===== src/rtl/frame_gen.sv =====
`default_nettype none
// ============================================================================
// Module  : frame_gen
// Brief   : Typed frame traffic generator (header / payload / trailer words)
//           driving the TX write FIFO on the write_clk domain.
// Revision: 1.0 - initial release
// ============================================================================
module frame_gen #(
  parameter int DATA_W = 32,
  parameter int LEN_W  = 8,
  parameter int GAP_W  = 16,
  parameter int SEQ_W  = 8,
  parameter int CNT_W  = 16
) (
  input  logic              write_clk,
  input  logic              rst_n,
  input  logic              start,
  input  logic              abort,
  input  logic              link_ready,
  input  logic              fifo_full,
  input  logic              mode,
  input  logic [LEN_W-1:0]  payload_len,
  input  logic [GAP_W-1:0]  gap_len,
  input  logic [CNT_W-1:0]  frame_count,
  input  logic [DATA_W-1:0] seed,
  output logic              we,
  output logic [DATA_W-1:0] din,
  output logic [1:0]        dtin,
  output logic              busy,
  output logic              done,
  output logic [CNT_W-1:0]  frames_sent
);

  localparam logic [2:0] S_IDLE = 3'd0;
  localparam logic [2:0] S_WAIT = 3'd1;
  localparam logic [2:0] S_HEAD = 3'd2;
  localparam logic [2:0] S_DATA = 3'd3;
  localparam logic [2:0] S_TAIL = 3'd4;
  localparam logic [2:0] S_GAP  = 3'd5;

  localparam logic [1:0] T_DATA = 2'b00;
  localparam logic [1:0] T_HEAD = 2'b01;
  localparam logic [1:0] T_TAIL = 2'b10;

  logic [2:0]        state_q,   state_d;
  logic [DATA_W-1:0] din_q,     din_d;
  logic [1:0]        dtin_q,    dtin_d;
  logic [CNT_W-1:0]  frames_q,  frames_d;
  logic [SEQ_W-1:0]  seq_q,     seq_d;
  logic [31:0]       gen_q,     gen_d;
  logic [DATA_W-1:0] csum_q,    csum_d;
  logic [LEN_W-1:0]  wcnt_q,    wcnt_d;
  logic [GAP_W-1:0]  gap_cnt_q, gap_cnt_d;
  logic [LEN_W-1:0]  len_q,     len_d;
  logic [GAP_W-1:0]  gap_q,     gap_d;
  logic [CNT_W-1:0]  fcnt_q,    fcnt_d;
  logic              mode_q,    mode_d;
  logic              done_q,    done_d;

  function automatic logic [DATA_W-1:0] hdr_word(input logic [LEN_W-1:0] len,
                                                 input logic [SEQ_W-1:0] seq);
    logic [DATA_W-1:0] w;
    w = '0;
    w[DATA_W-1 -: LEN_W] = len;
    w[SEQ_W-1:0]         = seq;
    return w;
  endfunction

  // Left-shifting LFSR, feedback into bit 0; from state 1 it walks 1, 3, 7, ...
  function automatic logic [31:0] gen_step(input logic m, input logic [31:0] g);
    if (m) return {g[30:0], g[31] ^ g[21] ^ g[0]};
    return g + 32'd1;
  endfunction

  assign we = ((state_q == S_HEAD) || (state_q == S_DATA) || (state_q == S_TAIL)) && !fifo_full;
  assign din         = din_q;
  assign dtin        = dtin_q;
  assign busy        = (state_q != S_IDLE);
  assign done        = done_q;
  assign frames_sent = frames_q;

  always_comb begin
    state_d   = state_q;
    din_d     = din_q;
    dtin_d    = dtin_q;
    frames_d  = frames_q;
    seq_d     = seq_q;
    gen_d     = gen_q;
    csum_d    = csum_q;
    wcnt_d    = wcnt_q;
    gap_cnt_d = gap_cnt_q;
    len_d     = len_q;
    gap_d     = gap_q;
    fcnt_d    = fcnt_q;
    mode_d    = mode_q;
    done_d    = 1'b0;

    case (state_q)
      S_IDLE: begin
        if (start) begin
          len_d    = payload_len;
          gap_d    = gap_len;
          fcnt_d   = frame_count;
          mode_d   = mode;
          frames_d = '0;
          seq_d    = '0;
          csum_d   = '0;
          wcnt_d   = '0;
          gen_d    = (mode && (seed == '0)) ? 32'd1 : 32'(seed);
          din_d    = hdr_word(payload_len, '0);
          dtin_d   = T_HEAD;
          state_d  = link_ready ? S_HEAD : S_WAIT;
        end
      end
      S_WAIT: begin
        if (abort) begin
          state_d = S_IDLE;
          done_d  = 1'b1;
        end else if (link_ready) begin
          din_d   = hdr_word(len_q, seq_q);
          dtin_d  = T_HEAD;
          state_d = S_HEAD;
        end
      end
      S_HEAD: begin
        if (we) begin
          wcnt_d = '0;
          if (len_q == '0) begin
            din_d   = csum_q;
            dtin_d  = T_TAIL;
            state_d = S_TAIL;
          end else begin
            din_d   = gen_q[DATA_W-1:0];
            dtin_d  = T_DATA;
            state_d = S_DATA;
          end
        end
      end
      S_DATA: begin
        if (we) begin
          csum_d = csum_q ^ din_q;
          gen_d  = gen_step(mode_q, gen_q);
          wcnt_d = wcnt_q + LEN_W'(1);
          if (wcnt_d == len_q) begin
            din_d   = csum_d;
            dtin_d  = T_TAIL;
            state_d = S_TAIL;
          end else begin
            din_d = gen_d[DATA_W-1:0];
          end
        end
      end
      S_TAIL: begin
        if (we) begin
          frames_d = frames_q + CNT_W'(1);
          seq_d    = seq_q + SEQ_W'(1);
          csum_d   = '0;
          if (abort || ((fcnt_q != '0) && (frames_d == fcnt_q))) begin
            state_d = S_IDLE;
            done_d  = 1'b1;
          end else if (gap_q == '0) begin
            din_d   = hdr_word(len_q, seq_d);
            dtin_d  = T_HEAD;
            state_d = link_ready ? S_HEAD : S_WAIT;
          end else begin
            gap_cnt_d = gap_q;
            state_d   = S_GAP;
          end
        end
      end
      S_GAP: begin
        if (abort) begin
          state_d = S_IDLE;
          done_d  = 1'b1;
        end else if (gap_cnt_q == GAP_W'(1)) begin
          din_d   = hdr_word(len_q, seq_q);
          dtin_d  = T_HEAD;
          state_d = link_ready ? S_HEAD : S_WAIT;
        end else begin
          gap_cnt_d = gap_cnt_q - GAP_W'(1);
        end
      end
      default: state_d = S_IDLE;
    endcase
  end

  always_ff @(posedge write_clk or negedge rst_n) begin
    if (!rst_n) begin
      state_q   <= S_IDLE;
      din_q     <= '0;
      dtin_q    <= T_DATA;
      frames_q  <= '0;
      seq_q     <= '0;
      gen_q     <= 32'd1;
      csum_q    <= '0;
      wcnt_q    <= '0;
      gap_cnt_q <= '0;
      len_q     <= '0;
      gap_q     <= '0;
      fcnt_q    <= '0;
      mode_q    <= 1'b0;
      done_q    <= 1'b0;
    end else begin
      state_q   <= state_d;
      din_q     <= din_d;
      dtin_q    <= dtin_d;
      frames_q  <= frames_d;
      seq_q     <= seq_d;
      gen_q     <= gen_d;
      csum_q    <= csum_d;
      wcnt_q    <= wcnt_d;
      gap_cnt_q <= gap_cnt_d;
      len_q     <= len_d;
      gap_q     <= gap_d;
      fcnt_q    <= fcnt_d;
      mode_q    <= mode_d;
      done_q    <= done_d;
    end
  end

endmodule
`default_nettype wire


===== config.mk =====
export PLATFORM = sky130hd
export DESIGN_NAME = frame_gen
export DESIGN_NICKNAME = d
export VERILOG_FILES = /design/src/rtl/frame_gen.sv
export SDC_FILE = /design/constraint.sdc
export NUM_CORES = 1
export LEC_CHECK = 0
export ABC_AREA = 1
export CAP_MARGIN = 25
export CORE_MARGIN = 1.5
export CORE_UTILIZATION = 40
export DETAILED_ROUTE_END_ITERATION = 12
export PLACE_DENSITY = 0.64
export SYNTH_ARGS = -nofsm -noshare
export SYNTH_HDL_FRONTEND = slang
export SYNTH_SLANG_ARGS = --single-unit

===== constraint.sdc =====
create_clock -name write_clk -period 7.08 [get_ports write_clk]
set_clock_uncertainty 0.15 [all_clocks]
set_input_delay 1.062 -clock write_clk [delete_from_list [all_inputs] [get_ports write_clk]]
set_output_delay 1.062 -clock write_clk [all_outputs]
set_load 0.02 [all_outputs]

### Word level (Yosys, flattened, before mapping)

Index checks and enable logic that the tools add are counted.

* memory bits (writable): 0
* bits in read-only memories: 0
* memories kept: 0
* register bits: 191
* input port bits: 79
* latch bits: 0

* $mul: 0
* div/mod/pow operators: 0
* $add $sub $neg: 5
* reductions and logical operators: 29
* equal/unequal tests: 23
* shift-type cells: 0
* magnitude comparators: 0
* muxes and demuxes: 72
* bitwise logic cells: 3

Operator list (count)
* 32-bit two-way mux: 20
* 32-bit case mux with 6 select lines: 1
* 16-bit two-way mux: 7
* 32-bit case mux with 3 select lines: 1
* 16-bit case mux with 2 select lines: 2
* 32-bit case mux with 2 select lines: 1
* 3-bit two-way mux: 12
* 32-bit by 1-bit adder with 32-bit output, second input constant: 1
* 32-bit logical NOT: 1
* 8-bit two-way mux: 4
* 32-bit XOR: 1
* 2-bit two-way mux: 13
* 8-bit case mux with 3 select lines: 1
* 2-bit inequality test, second input constant: 11
* 3-bit case mux with 6 select lines: 1
* 16-bit by 1-bit adder with 16-bit output, second input constant: 1
* 8-bit by 1-bit adder with 8-bit output, second input constant: 2
* 16-bit by 1-bit equality test with 1-bit output, second input constant: 1
* 16-bit equality test: 1
* 16-bit logical NOT: 1
* 8-bit case mux with 2 select lines: 1
* 16-bit nonzero test: 1
* 16-bit by 1-bit subtractor with 16-bit output, second input constant: 1
* 2-bit case mux with 6 select lines: 1
* 25 further kinds: 45

### Logic depth before layout (Yosys ltp)

Gate-level depths: netlist of the first run.

* word-level depth: 10
* depth in mapped cells: 18
* mapped depth without buffers: 18

### Worst setup path before layout of the first run

Ideal clock, no wire load.

* path type: input-to-output
* start point: input port fifo_full
* end point: output port we
* data required time: 5.868 ns
* setup slack: 4.466 ns
* stages: 1
* arrival time: 1.402 ns
* cell sequence: a21oi_1

* word-level cells in the longest chain between the ends: 2

RTL lines
* from (decl): line 20 `input logic fifo_full,`
* 1-bit logical NOT: line 75 `assign we = ((state_q == S_HEAD) || (state_q == S_DATA) || (state_q == S_TAIL)) && !fifo_full;`
* 1-bit logical AND: line 75
* to (decl): line 26 `output logic we,`

No other way between the ends.

### Worst setup path after layout of the first run

* start point: register state_q[0]
* end point: output port we

* word-level cells in the longest chain between the ends: 4
* elaborated cells between the ends (all ways): 6
* those cells by class: eq/ne (3); reduce/logical (3)

RTL lines
* from (decl): line 45 `logic [2:0] state_q, state_d;`
* from (signal assigned): line 204 `state_q <= state_d;`
* 3-bit by 2-bit equality test with 1-bit output: line 75
* 1-bit logical OR: line 75
* 1-bit logical OR *: line 75
* 1-bit logical AND *: line 75

Mark *: on every way between the ends. The rest lies on a longest branch, timed or not.

==> run metrics, run 1 <==
outcome=finished clean; core area=29700 sq um; r2r endpoint=din[0]; Slew Viols, Final=0; clk root buf=clkbuf_16; layout net count=1934; post-DP HPWL=27100 um; RSZ-0062 raised after global routing=false; post-cts resize count=0; Die H=177 um; Overflow after GRT=0; crit-path max FO=11; Final ANT Viol Nets=0; io pins=132; synthesized cell area=12100 sq um; Hold Crit Start=dtin[0]; # hold bufs at CTS=0; Setup WS post-layout=2.75 ns; number of port buffers=131; share of cells above drive strength 1=0.0446; commonest cells in the netlist=nand2_1 (595), dfrtp_1 (190), inv_1 (151); Hold Crit Depth=2; Rows=63; Worst setup EP type=output pin; TritonCTS clock tree=yes; Reg-to-Reg Start=frames_sent[0]; DRT Pass-1 Iters=5; Synth Net Count=1843; Max-cap violations=0; final hold violations=0; Static Leakage=6.59 nW; post-CTS setup buffers=0; Final Setup Violations=0; Worst EP arrival=3.12 ns; CP required=5.87 ns; Hold Crit Class=reg2reg; die area=31400 sq um; Synth area leader=dfrtp_1; pwr/cell area=406 nW/um^2; CTS buffer count=17; design area=14400 sq um; GP Congestion=0.927; Final min period=4.33 ns; Final TNS setup=0 ns; DRC Markers=0; Place WS=3.11 ns; Area after DPL=13800 sq um; global-route wire length before repair=61500 um; largest net degree at the start of global routing=71; via-per-instance ratio=5.45; post-synthesis sequential area ratio=0.394; Netlist cell types=51; EDFF count, synth=0; Initial Util=0.408; Max Fclk=231 MHz; Area growth syn-to-layout=18.5%; WL/cell=17.2 um; area occupied by multi-input gates=6460 sq um; Critical Path Start Type=register; deepest level of the CTS H-tree=4; CP Class=reg2out; largest cells by area after synthesis=dfrtp_1 (39%), nand2_1 (18%), o21ai_0 (5.7%), inv_1 (4.7%), nand3_1 (4.7%); total number of yosys warnings=0; Clock Path Buffers=2; # clock sinks=191; flops & latches, synth=191; asr flop ratio synth=1.00; VDD IR max=0.213 mV; antenna violations before repair=0; # diodes=0; Routed WL=38700 um; Worst Reg-to-Reg Cells=16; Worst Hold End=dtin[0]; DRT iter0 DRCs=1211; Synth Instances=1758; Max-slew headroom=0.379; vias in the first global route=11360; top-count cell post-synth=nand2_1; Tightest Pin Transition=0.928 ns; worst skew pair latency=0.45 ns; top cell type's share of synthesized area=0.392; via count=12268; Clock transition at path regs=0.07 ns; r2r setup slk=3.28 ns; synthesized area per cell=6.90 sq um; predominant post-synthesis flop cell=dfrtp_1; Die Width=177 um; Register Area=4780 sq um; crit share post-route=0.611; fillcell total=2954; post-layout util=0.484; GR Util All Layers=0.250
==> how the worst max path moves through the flow <==
stage	from	end	slack (ns)	cells after the start
3_3_place_gp	fifo_full	frames_sent[5]	3.11	5
4_1_cts	state_q[0]	we	2.77	6
3_5_place_dp	fifo_full	frames_sent[9]	3.11	5
5_1_grt	state_q[0]	we	2.59	6
2_1_floorplan	fifo_full	we	4.47	1
6_report	state_q[0]	we	2.75	6
==> registers in the layout, indices dropped and copies added (netlist names) <==
name and flops:
state_q 3, dtin 2, din 32, seq_q 8, frames_sent 16, len_q 8, gap_q 16, gap_cnt_q 16
csum_q 32, wcnt_q 8, done 1, mode_q 1, fcnt_q 16, gen_q 32
==> routing by layer <==
metal	global-route usage	up-vias	wire, um
met5	0	-	0
met1	0.359	5708	17700
met4	0.0720	0	723
met2	0.384	518	17100
li1	-	5988	-
met3	0.0436	54	3160
==> per-stage QoR <==
step                instances  total power [W]  hold WS [ns]
detailed placement       2219          0.00481         0.315
CTS                      2251          0.00581         0.336
global placement         2218          0.00475         0.320
global route             2252          0.00630         0.356
floorplan                1758          0.00385         0.299
finish                   2252          0.00584         0.330
==> report_power, final <==
part           leakage [nW]  total [W]  switching [W]  internal, W
Sequential             2.46    0.00195       0.000472      0.00148
Clock                 0.277   0.000984       0.000477     0.000507
Combinational          3.86    0.00290        0.00188      0.00102
==> cells in the final DEF, fill, tap and decap left out, types with 6 or more instances in the layout <==
| cell | instances |
|---|---|
| xnor2_1 | 13 |
| o21ai_0 | 139 |
| nand4_1 | 61 |
| o22ai_1 | 29 |
| o21ai_1 | 16 |
| o21a_1 | 7 |
| clkdlybuf4s50_1 | 130 |
| nor4_1 | 12 |
| dfrtp_1 | 190 |
| nand2_1 | 595 |
| xor2_1 | 41 |
| nand3_1 | 113 |
| nor3_1 | 11 |
| nor2_2 | 6 |
| buf_4 | 16 |
| clkbuf_16 | 17 |
| a22oi_1 | 21 |
| ha_1 | 6 |
| a21oi_1 | 53 |
| inv_1 | 151 |
| inv_2 | 6 |
| a221oi_1 | 13 |
| nor2_1 | 140 |
| o211ai_1 | 13 |
==> cell type report <==
cell class	instances	area share
Tap cell	390	0.0339
Sequential cell	191	0.332
Inverter	158	0.0412
Timing Repair Buffer	149	0.104
Clock buffer	21	0.0313
Multi-Input combinational cell	1332	0.449
Clock inverter	11	0.00844
==> critical path, cell delays in order (launching register included) <==
cell and delay [ns]:
dfrtp_1 0.38, inv_1 0.16, nand2_1 0.15, nor2_1 0.65, inv_1 0.35, a21oi_1 0.34, clkdlybuf4s50_1 0.66
==> cells by family after synthesis <==
family / after synthesis / share of synthesized area
multiplexers: 5 / 0.00454
XOR/XNOR: 55 / 0.0408
AND/OR/NAND/NOR: 958 / 0.331
adder cells (fa/ha/maj): 6 / 0.00619
buffers and inverters: 235 / 0.0767
flip-flops: 191 / 0.394
AO/OA/AOI/OAI: 308 / 0.147
No activity file was read; power rests on OpenSTA's default activity.
==> run 2: changes to the inputs <==
Clock period 7.08 ns to 4.3 ns, I/O delays scaled along.
==> run 2 against run 1 <==
Net effect:
- non-clock buffer count grew 9
- clock-buffer cell count fell by 2
- worst setup slack got worse by 1.6 ns
- sequential cell count did not move
- critical endpoint is now csum_q[13]
==> run metrics, run 2 (same netlist as run 1, synthesis figures left out) <==
most common cell after layout, fill and taps aside=nand2_1; deepest level of the CTS H-tree=4 (unchanged); post-CTS setup buffers=0 (unchanged); CTS buffer count=17 (unchanged); core area=29700 sq um (unchanged); CP required=4.50 ns (-1.37 ns); Slew Viols, Final=0 (unchanged); P_sw=0.00467 W (+65%); crit share post-route=0.743; DRT Pass-1 Iters=6 (+1); Tot Pwr=0.00971 W (+66%); via count=12416 (+1.2%); Flop pwr share=0.329 (-0.005); design area=14500 sq um (+0.88%); Final TNS setup=0 ns (unchanged); # diodes=0 (unchanged); Net Sw Frac=0.480 (-0.00419); Clock transition at path regs=0.07 ns (about the same); Gate power share=0.499 (+0.002); outcome=finished clean; Max-cap violations=0 (unchanged); RSZ-0062 raised after global routing=false; CP Class=reg2reg; DRT iter0 DRCs=1273 (+5.1%); via-per-instance ratio=5.49 (+0.80%); Area after DPL=13900 sq um (+0.82%); pwr/cell area=670 nW/um^2 (+65%); Internal=0.00505 W (+68%); Initial Util=0.408 (unchanged); Critical Path Start Type=register; TritonCTS clock tree=yes; global-route wire length before repair=62700 um (+1.9%); Worst setup EP type=register; GP Congestion=0.950 (+2.6%); VDD IR max=0.337 mV (+58%); number of port buffers=131 (unchanged); Clock Path Buffers=2 (unchanged); Final min period=3.19 ns; fillcell total=2952 (-0.068%); Routed WL=38700 um (about the same); # clock sinks=191 (unchanged); layout net count=1943 (+0.47%); CP max stage cell=a21oi_4; worst skew pair latency=0.44 ns (about the same); Static Leakage=6.66 nW (+1.0%); Die H=177 um (unchanged); commonest non-fill, non-tap cells in the layout=nand2_1 (595), dfrtp_1 (190), inv_1 (151); post-DP HPWL=27800 um (+2.4%); die area=31400 sq um (unchanged); Tightest Pin Transition=0.940 ns (+0.0120 ns); clk root buf=clkbuf_16; Max-slew headroom=0.372 (-0.00640); antenna violations before repair=0 (unchanged); Worst EP arrival=3.40 ns (+0.28 ns); Rows=63 (unchanged); Max Fclk=313 MHz; Hold Crit Class=reg2reg; final hold violations=0 (unchanged); largest net degree at the start of global routing=93 (+31%); Final ANT Viol Nets=0 (unchanged); WL/cell=17.1 um (-0.33%); Final Setup Violations=0 (unchanged); GR Util All Layers=0.254 (+0.00343); crit-path max FO=34 (+23); final hold slack=0.347 ns (+0.0176 ns); Clock Power Share=0.172 (+0.004); DRC Markers=0 (unchanged); io pins=132 (unchanged); vias in the first global route=11642 (+2.5%); Die Width=177 um (unchanged); Worst path max stage delay=0.73 ns (+0.07 ns); critical-path cell list=nor2_1 -> inv_2 -> nor2_4 -> nand2_1 -> a21oi_4 -> buf_12 -> nand3_1 -> o21ai_0; Area growth syn-to-layout=19.5%; share of cells above drive strength 1=0.0502 (+0.00566); Overflow after GRT=0 (unchanged)
-- run 2: path summary, 6_finish.rpt --
check                      startpoint      endpoint  slack (ns)  cells after the start
setup / recovery           state_q[2]    csum_q[13]        1.11                      8
hold / removal               gap_q[1]      gap_q[1]        0.35                      2
setup reg to reg           state_q[2]    csum_q[13]        1.11                      8
hold reg to reg              gap_q[1]      gap_q[1]        0.35                      2
max in group asynchronous       rst_n  gap_cnt_q[2]        2.39                      4
min in group asynchronous       rst_n      len_q[6]        0.53                      2
-- run 2: layer usage --
layer	global-route usage	up-vias	part of all wire
met1	0.366	5937	0.46
met5	0	-	0
met3	0.0387	31	0.074
li1	-	6002	-
met4	0.0583	0	0.014
met2	0.398	446	0.45
-- run 2: power groups by stage --
stage	Sequential (W)	Combinational (W)	Clock (W)
4_1_cts	0.00318	0.00481	0.00170
2_1_floorplan	0.00306	0.00328	0
6_report	0.00320	0.00484	0.00167
3_3_place_gp	0.00320	0.00469	0
3_5_place_dp	0.00320	0.00479	0
5_1_grt	0.00328	0.00544	0.00177
-- run 2: through the flow --
stage	setup WS [ns]	std cells	utilization
floorplan	1.87	1758	-
global placement	1.01	2226	0.466
detailed placement	0.951	2228	0.468
CTS	1.11	2261	0.488
global route	0.778	2261	0.488
finish	1.11	2261	0.488
-- run 2: repair_timing --
action                                 4_1_cts  5_1_grt
gates resized for setup                      0        0
endpoints found under the hold margin       34        0
setup endpoints to repair                    0        0
hold buffers                                 1        0
-- run 2: worst max-delay path: cells and delay by family, from the launching register on --
kind | cells | cell delay [ns]
and+or+nand+nor | 4 | 1.27
DFF | 1 | 0.45
buffers and inverters | 2 | 0.39
AOI/OAI and AO/OA | 2 | 0.84
-- run 2: final cells by class --
type	instances	area [sq um]	share of cell area
inverters	158	593	0.0409
clock inverters	13	150	0.0104
repair buffers	158	1590	0.109
multi-input cells	1332	6460	0.445
clock buffers	19	453	0.0312
flip-flops and latches	191	4780	0.330
well taps	390	488	0.0336
